===== config.mk =====
export PLATFORM = sky130hd
export DESIGN_NAME = udp_frame_rx
export DESIGN_NICKNAME = d
export VERILOG_FILES = /design/src/rtl/infernet_net_pkg.sv /design/src/rtl/udp_frame_rx.sv
export SDC_FILE = /design/constraint.sdc
export NUM_CORES = 1
export LEC_CHECK = 0
export ABC_AREA = 1
export CAP_MARGIN = 10
export CORE_MARGIN = 4
export CORE_UTILIZATION = 53
export DETAILED_ROUTE_END_ITERATION = 8
export PLACE_DENSITY = 0.91
export SYNTH_ARGS = -nofsm -noshare
export SYNTH_HDL_FRONTEND = slang
export SYNTH_SLANG_ARGS = --single-unit

===== constraint.sdc =====
create_clock -name ACLK -period 7.85 [get_ports ACLK]
set_input_delay 2.355 -clock ACLK [delete_from_list [all_inputs] [get_ports ACLK]]
set_output_delay 2.355 -clock ACLK [all_outputs]
set_load 0.02 [all_outputs]

===== src/rtl/infernet_net_pkg.sv =====
// infernet_net_pkg: shared types and Ethernet/IPv4/UDP byte offsets for the
// network ingress path.
package infernet_net_pkg;

    typedef enum logic [1:0] {HDR, PAY, DROP, DONE} state_e;

    // Byte position within a frame, counted from the first destination-MAC byte.
    typedef logic [10:0] bcnt_t;

    localparam bcnt_t ETH_SRC  = 11'd6;
    localparam bcnt_t ETH_TYPE = 11'd12;
    localparam bcnt_t IP_VIHL  = 11'd14;
    localparam bcnt_t IP_PROTO = 11'd23;
    localparam bcnt_t IP_SRC   = 11'd26;
    localparam bcnt_t IP_DST   = 11'd30;
    localparam bcnt_t UDP_SRC  = 11'd34;
    localparam bcnt_t UDP_DST  = 11'd36;
    localparam bcnt_t PAYLOAD  = 11'd42;

    localparam logic [15:0] ETHERTYPE_IPV4 = 16'h0800;
    localparam logic [7:0]  PROTO_UDP      = 8'h11;
    // Version 4 with a 5-word header: options are not supported.
    localparam logic [7:0]  IP_VIHL_V4     = 8'h45;

endpackage


===== src/rtl/udp_frame_rx.sv =====
// udp_frame_rx: parses Ethernet/IPv4/UDP frames from the MAC stream, keeps only
// those addressed to LOCAL_IP:LOCAL_PORT, writes the first USER_DATA_BYTES
// payload bytes into the image buffer and pulses FRAME_READY per good frame.
module udp_frame_rx
    import infernet_net_pkg::*;
#(
    parameter int          USER_DATA_BYTES = 784,
    parameter logic [31:0] LOCAL_IP        = 32'hC0A8_0164,
    parameter logic [15:0] LOCAL_PORT      = 16'd5000
) (
    input  logic        ACLK,
    input  logic        ARESET,
    input  logic [7:0]  S_AXIS_TDATA,
    input  logic        S_AXIS_TVALID,
    input  logic        S_AXIS_TLAST,
    output logic        S_AXIS_TREADY,
    input  logic        NN_BUSY,
    output logic [7:0]  RX_DATA,
    output logic [9:0]  RX_ADDR,
    output logic        RX_EN,
    output logic [0:47] SRC_MAC_ADDRESS_IP,
    output logic [0:31] SRC_IP_ADDRESS_IP,
    output logic [0:15] SRC_UDP_PORT_IP,
    output logic        FRAME_READY,
    output logic [15:0] FRAMES_OK,
    output logic [15:0] FRAMES_DROPPED
);

    localparam bcnt_t PAY_LIMIT = bcnt_t'(USER_DATA_BYTES);

    state_e      state_q, state_d;
    bcnt_t       bcnt_q, bcnt_d;
    bcnt_t       pay_idx;
    logic        beat;
    logic        wr_req;
    logic        drop_inc;

    logic        rx_en_q;
    logic [9:0]  rx_addr_q;
    logic [7:0]  rx_data_q;
    logic [0:47] mac_sh_q;
    logic [0:31] ip_sh_q;
    logic [0:15] port_sh_q;
    logic [0:47] src_mac_q;
    logic [0:31] src_ip_q;
    logic [0:15] src_port_q;
    logic [15:0] frames_ok_q;
    logic [15:0] frames_drop_q;

    // True when this byte position carries no check, or carries one and matches.
    function automatic logic hdr_byte_ok(input bcnt_t idx, input logic [7:0] b);
        logic ok;
        ok = 1'b1;
        case (idx)
            ETH_TYPE:          ok = (b == ETHERTYPE_IPV4[15:8]);
            ETH_TYPE + 11'd1:  ok = (b == ETHERTYPE_IPV4[7:0]);
            IP_VIHL:           ok = (b == IP_VIHL_V4);
            IP_PROTO:          ok = (b == PROTO_UDP);
            IP_DST:            ok = (b == LOCAL_IP[31:24]);
            IP_DST + 11'd1:    ok = (b == LOCAL_IP[23:16]);
            IP_DST + 11'd2:    ok = (b == LOCAL_IP[15:8]);
            IP_DST + 11'd3:    ok = (b == LOCAL_IP[7:0]);
            UDP_DST:           ok = (b == LOCAL_PORT[15:8]);
            UDP_DST + 11'd1:   ok = (b == LOCAL_PORT[7:0]);
            default:           ok = 1'b1;
        endcase
        return ok;
    endfunction

    // Hold off only the first byte of a frame while the buffer is being read;
    // DONE is the idle slot of a back-to-back frame, so it is gated like HDR.
    assign S_AXIS_TREADY = !((state_q == HDR || state_q == DONE) && bcnt_q == '0 && NN_BUSY)
                           || state_q == DROP;
    assign beat    = S_AXIS_TVALID && S_AXIS_TREADY;
    assign pay_idx = bcnt_q - PAYLOAD;

    // Next state, beat counter and per-beat write/drop strobes.
    always_comb begin
        // NOTE: every signal driven here gets a default first, so no path can infer a latch.
        state_d  = state_q;
        bcnt_d   = bcnt_q;
        wr_req   = 1'b0;
        drop_inc = 1'b0;
        if (state_q == DONE) state_d = HDR;
        if (beat) begin
            // Saturate rather than wrap so an oversize frame never re-enters the header window.
            if (S_AXIS_TLAST)        bcnt_d = '0;
            else if (bcnt_q != '1)   bcnt_d = bcnt_q + 11'd1;
            case (state_q)
                HDR, DONE: begin
                    if (S_AXIS_TLAST)                              drop_inc = 1'b1;
                    else if (!hdr_byte_ok(bcnt_q, S_AXIS_TDATA))   state_d  = DROP;
                    else if (bcnt_q == PAYLOAD - 11'd1)            state_d  = PAY;
                end
                PAY: begin
                    wr_req = (pay_idx < PAY_LIMIT);
                    if (S_AXIS_TLAST) begin
                        if (pay_idx >= PAY_LIMIT - 11'd1) begin
                            state_d = DONE;
                        end else begin
                            drop_inc = 1'b1;
                            state_d  = HDR;
                        end
                    end
                end
                DROP: begin
                    if (S_AXIS_TLAST) begin
                        drop_inc = 1'b1;
                        state_d  = HDR;
                    end
                end
                default: state_d = HDR;
            endcase
        end
    end

    // Parser state and byte counter.
    always_ff @(posedge ACLK) begin
        // NOTE: ARESET is synchronous and active-high; sequential state takes non-blocking assignments only.
        if (ARESET) begin
            state_q <= HDR;
            bcnt_q  <= '0;
        end else begin
            state_q <= state_d;
            bcnt_q  <= bcnt_d;
        end
    end

    // Registered buffer write port: a payload beat accepted in cycle t writes in t+1.
    always_ff @(posedge ACLK) begin
        if (ARESET) begin
            rx_en_q   <= 1'b0;
            rx_addr_q <= '0;
            rx_data_q <= '0;
        end else begin
            rx_en_q <= wr_req;
            if (wr_req) begin
                rx_addr_q <= pay_idx[9:0];
                rx_data_q <= S_AXIS_TDATA;
            end
        end
    end

    // Capture sender fields while the header streams past.
    // NOTE: shadows are pure data, always rewritten by a frame before DONE can copy them, so they have no reset.
    always_ff @(posedge ACLK) begin
        if (beat && (state_q == HDR || state_q == DONE)) begin
            if (bcnt_q >= ETH_SRC && bcnt_q < ETH_TYPE) mac_sh_q  <= {mac_sh_q[8:47], S_AXIS_TDATA};
            if (bcnt_q >= IP_SRC  && bcnt_q < IP_DST)   ip_sh_q   <= {ip_sh_q[8:31], S_AXIS_TDATA};
            if (bcnt_q >= UDP_SRC && bcnt_q < UDP_DST)  port_sh_q <= {port_sh_q[8:15], S_AXIS_TDATA};
        end
    end

    // Publish sender fields and count outcomes; loading on entry to DONE makes them valid with FRAME_READY.
    always_ff @(posedge ACLK) begin
        if (ARESET) begin
            src_mac_q     <= '0;
            src_ip_q      <= '0;
            src_port_q    <= '0;
            frames_ok_q   <= '0;
            frames_drop_q <= '0;
        end else begin
            if (state_d == DONE) begin
                src_mac_q   <= mac_sh_q;
                src_ip_q    <= ip_sh_q;
                src_port_q  <= port_sh_q;
                frames_ok_q <= frames_ok_q + 16'd1;
            end
            if (drop_inc) frames_drop_q <= frames_drop_q + 16'd1;
        end
    end

    assign RX_EN              = rx_en_q;
    assign RX_ADDR            = rx_addr_q;
    assign RX_DATA            = rx_data_q;
    assign FRAME_READY        = (state_q == DONE);
    assign SRC_MAC_ADDRESS_IP = src_mac_q;
    assign SRC_IP_ADDRESS_IP  = src_ip_q;
    assign SRC_UDP_PORT_IP    = src_port_q;
    assign FRAMES_OK          = frames_ok_q;
    assign FRAMES_DROPPED     = frames_drop_q;

endmodule


**Word level (Yosys, flattened, before mapping)**

Index checks and enable logic that the tools add are counted.
W data, S select, Z words.

- Input bits: 13
- Register bits after elaboration: 256
- Logic and storage cells: 92

- Add/sub/neg operators: 4
- Reductions and logical operators: 20
- Magnitude comparators: 8
- Equal/unequal tests: 25
- Mux-type cells: 22

Operator list:

| kind | count |
|---|---|
| $eq A11 B6 Y1 const B | 5 |
| $eq A11 B4 Y1 const B | 3 |
| $eq A11 B5 Y1 const B | 3 |
| $add A16 B1 Y16 const B | 2 |
| $eq A8 B8 Y1 const B | 3 |
| $mux W11 | 2 |
| $eq A8 B5 Y1 const B | 2 |
| $eq A8 B7 Y1 const B | 2 |
| $mux W2 | 8 |
| $add A11 B1 Y11 const B | 1 |
| $ge A11 B10 Y1 const B | 1 |
| $ge A11 B3 Y1 const B | 1 |
| $ge A11 B5 Y1 const B | 1 |
| $ge A11 B6 Y1 const B | 1 |
| $logic_not A11 Y1 | 1 |
| $lt A11 B10 Y1 const B | 1 |
| $lt A11 B4 Y1 const B | 1 |
| $lt A11 B5 Y1 const B | 1 |
| $lt A11 B6 Y1 const B | 1 |
| $ne A11 B11 Y1 const B | 1 |
| $sub A11 B6 Y11 const B | 1 |
| $pmux W1 S10 | 1 |
| $mux W1 | 9 |
| $eq A8 B1 Y1 const B | 1 |
| 14 further kinds | 26 |

**Depth between registers and ports, before layout**

Gate-level depths: netlist of the first run.

- Depth after elaboration: 13
- Gate-level depth with buffers: 23
- Mapped depth without buffers: 20

**Least setup slack after synthesis of the first run**

Ideal clock, no wire load.

- Kind: input-to-reg
- Start point: in NN_BUSY
- End point: reg mac_sh_q[0] (netlist bit) (enable)
- Cell stages on the path: 3
- Slack: 1.263 ns
- Buffers on the path: 0
- Data required time: 7.337 ns
- Arrival time: 6.074 ns
- Cell sequence: nand4_1 > nand3_1 > nor3_1

- Longest elaborated chain between the ends: 6

RTL lines:

| item | RTL line | RTL |
|---|---|---|
| from (decl) | udp_frame_rx.sv:17 | `input logic NN_BUSY,` |
| $logic_and A1 B1 Y1 | udp_frame_rx.sv:72 | `assign S_AXIS_TREADY = !((state_q == HDR \|\| state_q == DONE) && bcnt_q == '0 && NN_BUSY)` |
| $logic_not A1 Y1 | udp_frame_rx.sv:72 |  |
| $logic_or A1 B1 Y1 | udp_frame_rx.sv:73 | `\|\| state_q == DROP;` |
| $logic_and A1 B1 Y1 | udp_frame_rx.sv:74 | `assign beat = S_AXIS_TVALID && S_AXIS_TREADY;` |
| $logic_and A1 B1 Y1 | udp_frame_rx.sv:147 | `if (beat && (state_q == HDR \|\| state_q == DONE)) begin` |
| $reduce_and A2 Y1 (no line) | n/a |  |
| to (signal assigned) | udp_frame_rx.sv:148 | `if (bcnt_q >= ETH_SRC && bcnt_q < ETH_TYPE) mac_sh_q <= {mac_sh_q[8:47], S_AXIS_TDATA};` |
| to (decl) | udp_frame_rx.sv:41 | `logic [0:47] mac_sh_q;` |

No other way between the ends.
A chain may end at the register's enable or synchronous reset.

**Worst setup path in the final report of the first run**

- Start point: in NN_BUSY
- End point: out S_AXIS_TREADY

- Longest elaborated chain between the ends: 3

RTL lines:

| item | RTL line | RTL |
|---|---|---|
| $logic_and A1 B1 Y1 | udp_frame_rx.sv:72 |  |
| $logic_not A1 Y1 | udp_frame_rx.sv:72 |  |
| $logic_or A1 B1 Y1 | udp_frame_rx.sv:73 |  |
| to (decl) | udp_frame_rx.sv:16 | `output logic S_AXIS_TREADY,` |

No other way between the ends.

==> impl_results.md, run 1 <==
* Vias in the first global route at 7,970
* CP peak stage delay at 0.60 ns
* Die Area at 21,500 um2
* GRT Total Usage at 22.5%
* Port Buf Inserts at 161
* Commonest non-fill, non-tap cell in the layout: nand2_1
* Clock Skews at 0.00814 ns
* Synth Flop Type: dfxtp_1
* Clk buf depth at 3
* Total Wirelength at 24.8 mm
* Fillers at between 1,000 and 1,500
* Final setup TNS at 0 ns
* Final Core Density at between 60% and 70%
* Worst setup EP type: output pin
* Clk Latency, worst-skew pair at 0.51 ns
* Leakage at 4.41 nW
* VDD IR max at approximately 180 uV
* Most common cell on crit path: clkdlybuf4s50_1
* Site Rows at 50
* Largest family of logic cells by synthesized area: simple AND/OR/NAND/NOR gates
* Worst hold path type: reg -> reg
* Layout cells sized above 1 at 5.69%
* Die X at 147 um
* TritonCTS clock tree: yes
* Drc violations at 0
* Antenna diode count at 0
* CTS buffer count at 25
* Post-synth EDFFs at 96
* Largest net degree at the start of global routing at 114
* GP Congestion at 0.919
* Adder-Cell Fraction of Synth Area at 1.84%
* DRT iter0 DRCs at 642
* Wirelength per Cell at 16.7 um
* Synth Register Bits at 256
* H-tree Lvls at 1
* Initial antenna violation count at 0
* Clock Sinks at 256
* First-pass GRT wire length at 40.5 mm
* Most frequent cells in the layout: nand2_1 (237), dfxtp_1 (160), clkdlybuf4s50_1 (160)
* Tightest Pin Transition at 1.23 ns
* Fraction of the yosys area taken by sequential cells at 59.8%
* Mux cell area share after synthesis at 0%
* Highest-delay cell along the critical path: clkdlybuf4s50_1
* Antenna-violating nets left at 0
* Simple-gate area share of the yosys netlist at 20.4%
* Critical path data arrival time at 3.56 ns
* DP HPWL at 16.1 mm
* Critical path fanouts, max at 3
* Worst setup path class: in -> out
* Chip height at 147 um
* Layout net count at roughly 1,300
* Via count at 8,271
* Total grt overflow at 0
* Final setup viols at 0
* Core area at 18,800 um2
* Period Utilization, post-route at 75.4%
* CTS root buf: clkbuf_16
* Drt first pass iters at 5
* Worst Hold Path Cells at 0
* Post-CTS setup repair buffer count at 0
* Synth Instances at 1,098
* Initial core utilization at 54.2%
* Max-cap violations at 0
* Area Overhead vs Synth at 24.3%
* Via-to-Cell Ratio at around 5.6
* R2R cell count at 17
* Critical path cell sequence: clkdlybuf4s50_1 > nand4_1 > clkdlybuf4s50_1
* Status: completed
* CTS resizes at 0
* Mapped Area at 10,200 um2
* Max-slew violations at 0
* PD cells at 207 nW/um2
* I/O pin count at 162
* Hold Vio Cnt, Final at 0
* Setup crit start kind: input pin
* CTS Hold Bufs at 0
* Fmax at 169 MHz
* Synth Area in Compound Gates at under 10%
* Asr flop ratio synth at 0%
* Syn Nets at 1,126
* Synth cell types at 35
* RSZ-0062 raised after global routing: false
* Critical path required time at 5.50 ns
* CTS clk-pin slew, worst paths at 0.06 ns
* Slew HR at 17.8%
* Crit path time final at 5.92 ns
* Syn Area/Cell at 9.27 um2
* Synthesis Warnings at 0
* Post-Synth XOR/XNOR Area at under 10%
-- through the flow --
stage	hold slack [ns]	cell area, um2	std cells	worst slack [ns]	power, mW
after floorplan	0.427	10200	1098	1.26	1.43
after global placement	0.431	11800	1438	1.97	1.45
after detailed placement	0.435	11800	1438	1.95	1.45
after CTS	0.447	12700	1482	1.94	2.63
after global routing	0.458	12700	1482	1.91	2.70
final	0.447	12700	1482	1.93	2.62
-- registers in the layout (all words and copies together) (netlist names), 2 cells and up --
| signal | count |
|---|---|
| RX_ADDR | 10 |
| bcnt_q | 11 |
| mac_sh_q | 48 |
| SRC_IP_ADDRESS_IP | 32 |
| state_q | 2 |
| SRC_UDP_PORT_IP | 16 |
| FRAMES_DROPPED | 16 |
| port_sh_q | 16 |
| RX_DATA | 8 |
| ip_sh_q | 32 |
| FRAMES_OK | 16 |
| SRC_MAC_ADDRESS_IP | 48 |
-- critical path, delay by kind of cell --
kind          cells  cell delay [ns]
simple gates      1             0.15
buf+inv           2             1.06
-- cell type report --
cell class	instances	area, um2	area share [%]
Clock buffer	31	678	5.36
Tap cell	234	293	2.31
Sequential cell	256	6090	48.1
Multi-Input combinational cell	714	3550	28.1
Inverter	67	251	1.99
Timing Repair Buffer	167	1650	13.1
Clock inverter	13	140	1.11
-- path summary, 6_finish.rpt --
check	start	to	slack (ns)
hold / removal	ip_sh_q[12]	ip_sh_q[4]	0.45
hold reg to reg	ip_sh_q[12]	ip_sh_q[4]	0.45
setup reg to reg	bcnt_q[2]	SRC_IP_ADDRESS_IP[21]	3.74
setup / recovery	NN_BUSY	S_AXIS_TREADY	1.93
-- kinds of logic (layout without fill, tap and decap cells) --
group,count (synthesis),after routing
simple gates,478,478
flops,256,256
compound gates,194,194
buf+inv,128,278
xor+xnor,27,27
fa+ha+maj,15,15
-- synth_stat cells, types with 8 or more instances --
master | n | area share, %
nand4_1 | 9 | 0.55
buf_2 | 24 | 1.2
edfxtp_1 | 96 | 28
buf_4 | 14 | 1.0
nor3_1 | 10 | 0.49
xor2_1 | 19 | 1.6
inv_2 | 10 | 0.37
o21ai_0 | 21 | 1.0
inv_1 | 55 | 2.0
a21oi_1 | 156 | 7.7
ha_1 | 15 | 1.8
nand2_1 | 238 | 8.8
nor2_1 | 53 | 2.0
clkbuf_1 | 21 | 0.77
nand3_1 | 148 | 7.3
xnor2_1 | 8 | 0.69
dfxtp_1 | 160 | 31
-- layer usage --
metal	track usage, %	wire length, um
met1	29.8	10200
met2	37.4	12100
met3	3.48	1680
met4	8.47	837
met5	0	0
-- where the power goes --
| group | total [mW] | internal, mW | switching, mW |
|---|---|---|---|
| Sequential | 1.37 | 1.37 | 0.00202 |
| Combinational | 0.0514 | 0.0147 | 0.0367 |
| Clock | 1.19 | 0.709 | 0.483 |
Power figures use the tool's default switching activity.
==> run 2, diff against run 1 <==
CORE_UTILIZATION = 48   (was 53)
PLACE_DENSITY = 0.88   (was 0.91)
clock period = 5.4 ns   (was 7.85 ns; I/O delays follow)
==> run 2 against run 1 <==
Clock power grew 54%. Worst hold slack worse by 0.0080 ns. Count of clock-buffer cells in the layout rose by 2. Core utilization is 6.1 points lower. Register-to-register slack lost 2.6 ns. Non-clock buffer count is 7 higher. Clock skew increased by 0.010 ns. Critical path depth unchanged. Largest cell class unchanged.
==> impl_results.md, run 2 (synthesis gave the netlist of run 1 again) <==
* Total grt overflow at 0 (unchanged)
* I/O pin count at 162 (unchanged)
* Setup crit start kind: input pin (unchanged)
* Initial core utilization at 48.6% (was 54.2%)
* Sw Share at 20.3% (was 20.0%)
* Site Rows at 53 (was 50)
* Port Buf Inserts at 161 (unchanged)
* Clk pwr share at 46.8% (was 45.6%)
* Slew HR at 20.2% (was 17.8%)
* GP Congestion at 0.876 (was 0.919)
* Crit path time final at 4.55 ns
* First-pass GRT wire length at 41.7 mm (was 40.5 mm)
* Critical path required time at 3.78 ns (was 5.50 ns)
* Period Utilization, post-route at between 80% and 90%
* Antenna diode count at 0 (unchanged)
* Antenna-violating nets left at 0 (unchanged)
* Hold Vio Cnt, Final at 0 (unchanged)
* Status: completed (unchanged)
* Post-CTS setup repair buffer count at 0 (unchanged)
* Net Switching at 791 uW (was 522 uW)
* Critical path data arrival time at 2.93 ns (was 3.56 ns)
* Layout net count at 1,267 (was 1,259)
* Int Power at 3.11 mW (was 2.09 mW)
* Die X at 154 um (was 147 um)
* CTS resizes at 0 (unchanged)
* Worst setup path class: in -> out (unchanged)
* H-tree Lvls at 1 (unchanged)
* Critical path fanouts, max at 3 (unchanged)
* Area Overhead vs Synth at 26.2% (was 24.3%)
* Max-slew violations at 0 (unchanged)
* Chip height at 154 um (was 147 um)
* Worst setup EP type: output pin (unchanged)
* VDD IR max at 216 uV (was 181 uV)
* Clock Skews at 0.0184 ns (was 0.00814 ns)
* CTS root buf: clkbuf_16 (unchanged)
* Initial antenna violation count at 0 (unchanged)
* TritonCTS clock tree: yes (unchanged)
* RSZ-0062 raised after global routing: false (unchanged)
* CTS Hold Bufs at 0 (unchanged)
* Worst hold path type: reg -> reg (unchanged)
* Vias in the first global route at 8,081 (was 7,970)
* Drc violations at 0 (unchanged)
* CTS clk-pin slew, worst paths at 0.06 ns (about the same)
* Largest net degree at the start of global routing at 114 (unchanged)
* Most frequent cells in the layout: nand2_1 (237), dfxtp_1 (160), clkdlybuf4s50_1 (160) (unchanged)
* DRT iter0 DRCs at 584 (was 642)
* Wirelength per Cell at 16.8 um (was 16.7 um)
* Via count at 8,175 (was 8,271)
* DP HPWL at 16.8 mm (was 16.1 mm)
* Layout cells sized above 1 at 6.12% (was 5.69%)
* Fmax at between 200 and 250 MHz
* Core area at 21,000 um2 (was 18,800 um2)
* Final setup viols at 0 (unchanged)
* Worst Hold Path Cells at 0 (unchanged)
* Clk Latency, worst-skew pair at 0.53 ns (was 0.51 ns)
* Via-to-Cell Ratio at 5.33 (was 5.58)
* PD cells at 304 nW/um2 (was 207 nW/um2)
* Max-cap violations at 0 (unchanged)
* Commonest non-fill, non-tap cell in the layout: nand2_1 (unchanged)
* Flop pwr share at 51.1% (was 52.5%)
* Clk buf depth at 3 (unchanged)
* Tightest Pin Transition at 1.20 ns (was 1.23 ns)
* R2R cell count at 18 (was 17)
* Setup ws final at 0.851 ns (was 1.93 ns)
* GRT Total Usage at 21.1% (was 22.5%)
* Final setup TNS at 0 ns (unchanged)
* Combinational power share at 2.0% (about the same)
* Leakage at 4.47 nW (was 4.41 nW)
* Total Wirelength at 25.8 mm (was 24.8 mm)
* Die Area at 23,600 um2 (was 21,500 um2)
* Clock Sinks at 256 (unchanged)
* Drt first pass iters at 5 (unchanged)
* CTS buffer count at 26 (was 25)
* Worst slack, placed at 0.644 ns (was 1.95 ns)
run 2: cell types whose count changed in the layout (fill, tap and decap cells not counted), moves of 2 or more:
cell      previous run  this run
buf_4                7        13
clkinv_2             6         2
clkbuf_1             3         6
clkbuf_8             3         1
clkinv_1             5         7
clkinv_4             0         2
run 2: final timing paths:
kind,start,endpoint,slack [ns]
worst max-delay path,NN_BUSY,S_AXIS_TREADY,0.85
worst min-delay path,mac_sh_q[37],mac_sh_q[29],0.44
worst max register to register,bcnt_q[2],SRC_MAC_ADDRESS_IP[38],1.16
worst min register to register,mac_sh_q[37],mac_sh_q[29],0.44
run 2: critical path, stage by stage:
cell and delay (ns):
clkdlybuf4s50_1 0.50, nand4_1 0.20, clkdlybuf4s50_1 0.61
run 2: power by group through the flow:
stage	sequential [mW]	clock, mW	combinational [mW]
floorplan	2.04	0	0.0403
global placement	2.04	0	0.0779
detailed placement	2.04	0	0.0783
CTS	1.99	1.86	0.0784
global route	1.99	1.95	0.0856
finish	1.99	1.83	0.0788
run 2: metrics by stage:
step | hold WS, ns | power (mW) | utilization [%] | area (um2) | cells
floorplan | 0.427 | 2.08 | - | 10200 | 1098
global placement | 0.432 | 2.11 | 57.1 | 12000 | 1486
detailed placement | 0.434 | 2.12 | 57.1 | 12000 | 1486
CTS | 0.439 | 3.93 | 61.3 | 12800 | 1534
global route | 0.444 | 4.02 | 61.3 | 12800 | 1534
finish | 0.439 | 3.90 | 61.3 | 12800 | 1534
run 2: cell type report:
type / instances / area [um2]
tap: 275 / 344
fill: 1745 / 8110
clock buffer: 33 / 687
multi-input combinational: 714 / 3570
inverter: 67 / 251
sequential: 256 / 6090
clock inverter: 15 / 190
timing repair buffer: 174 / 1720
run 2: metal layers:
metal | vias up | wire length, um | track usage [%]
met5 | - | 0 | 0
met4 | 0 | 772 | 6.60
met3 | 61 | 1720 | 4.17
met2 | 293 | 12600 | 35.9
met1 | 3826 | 10700 | 27.3
li1 | 3995 | - | -
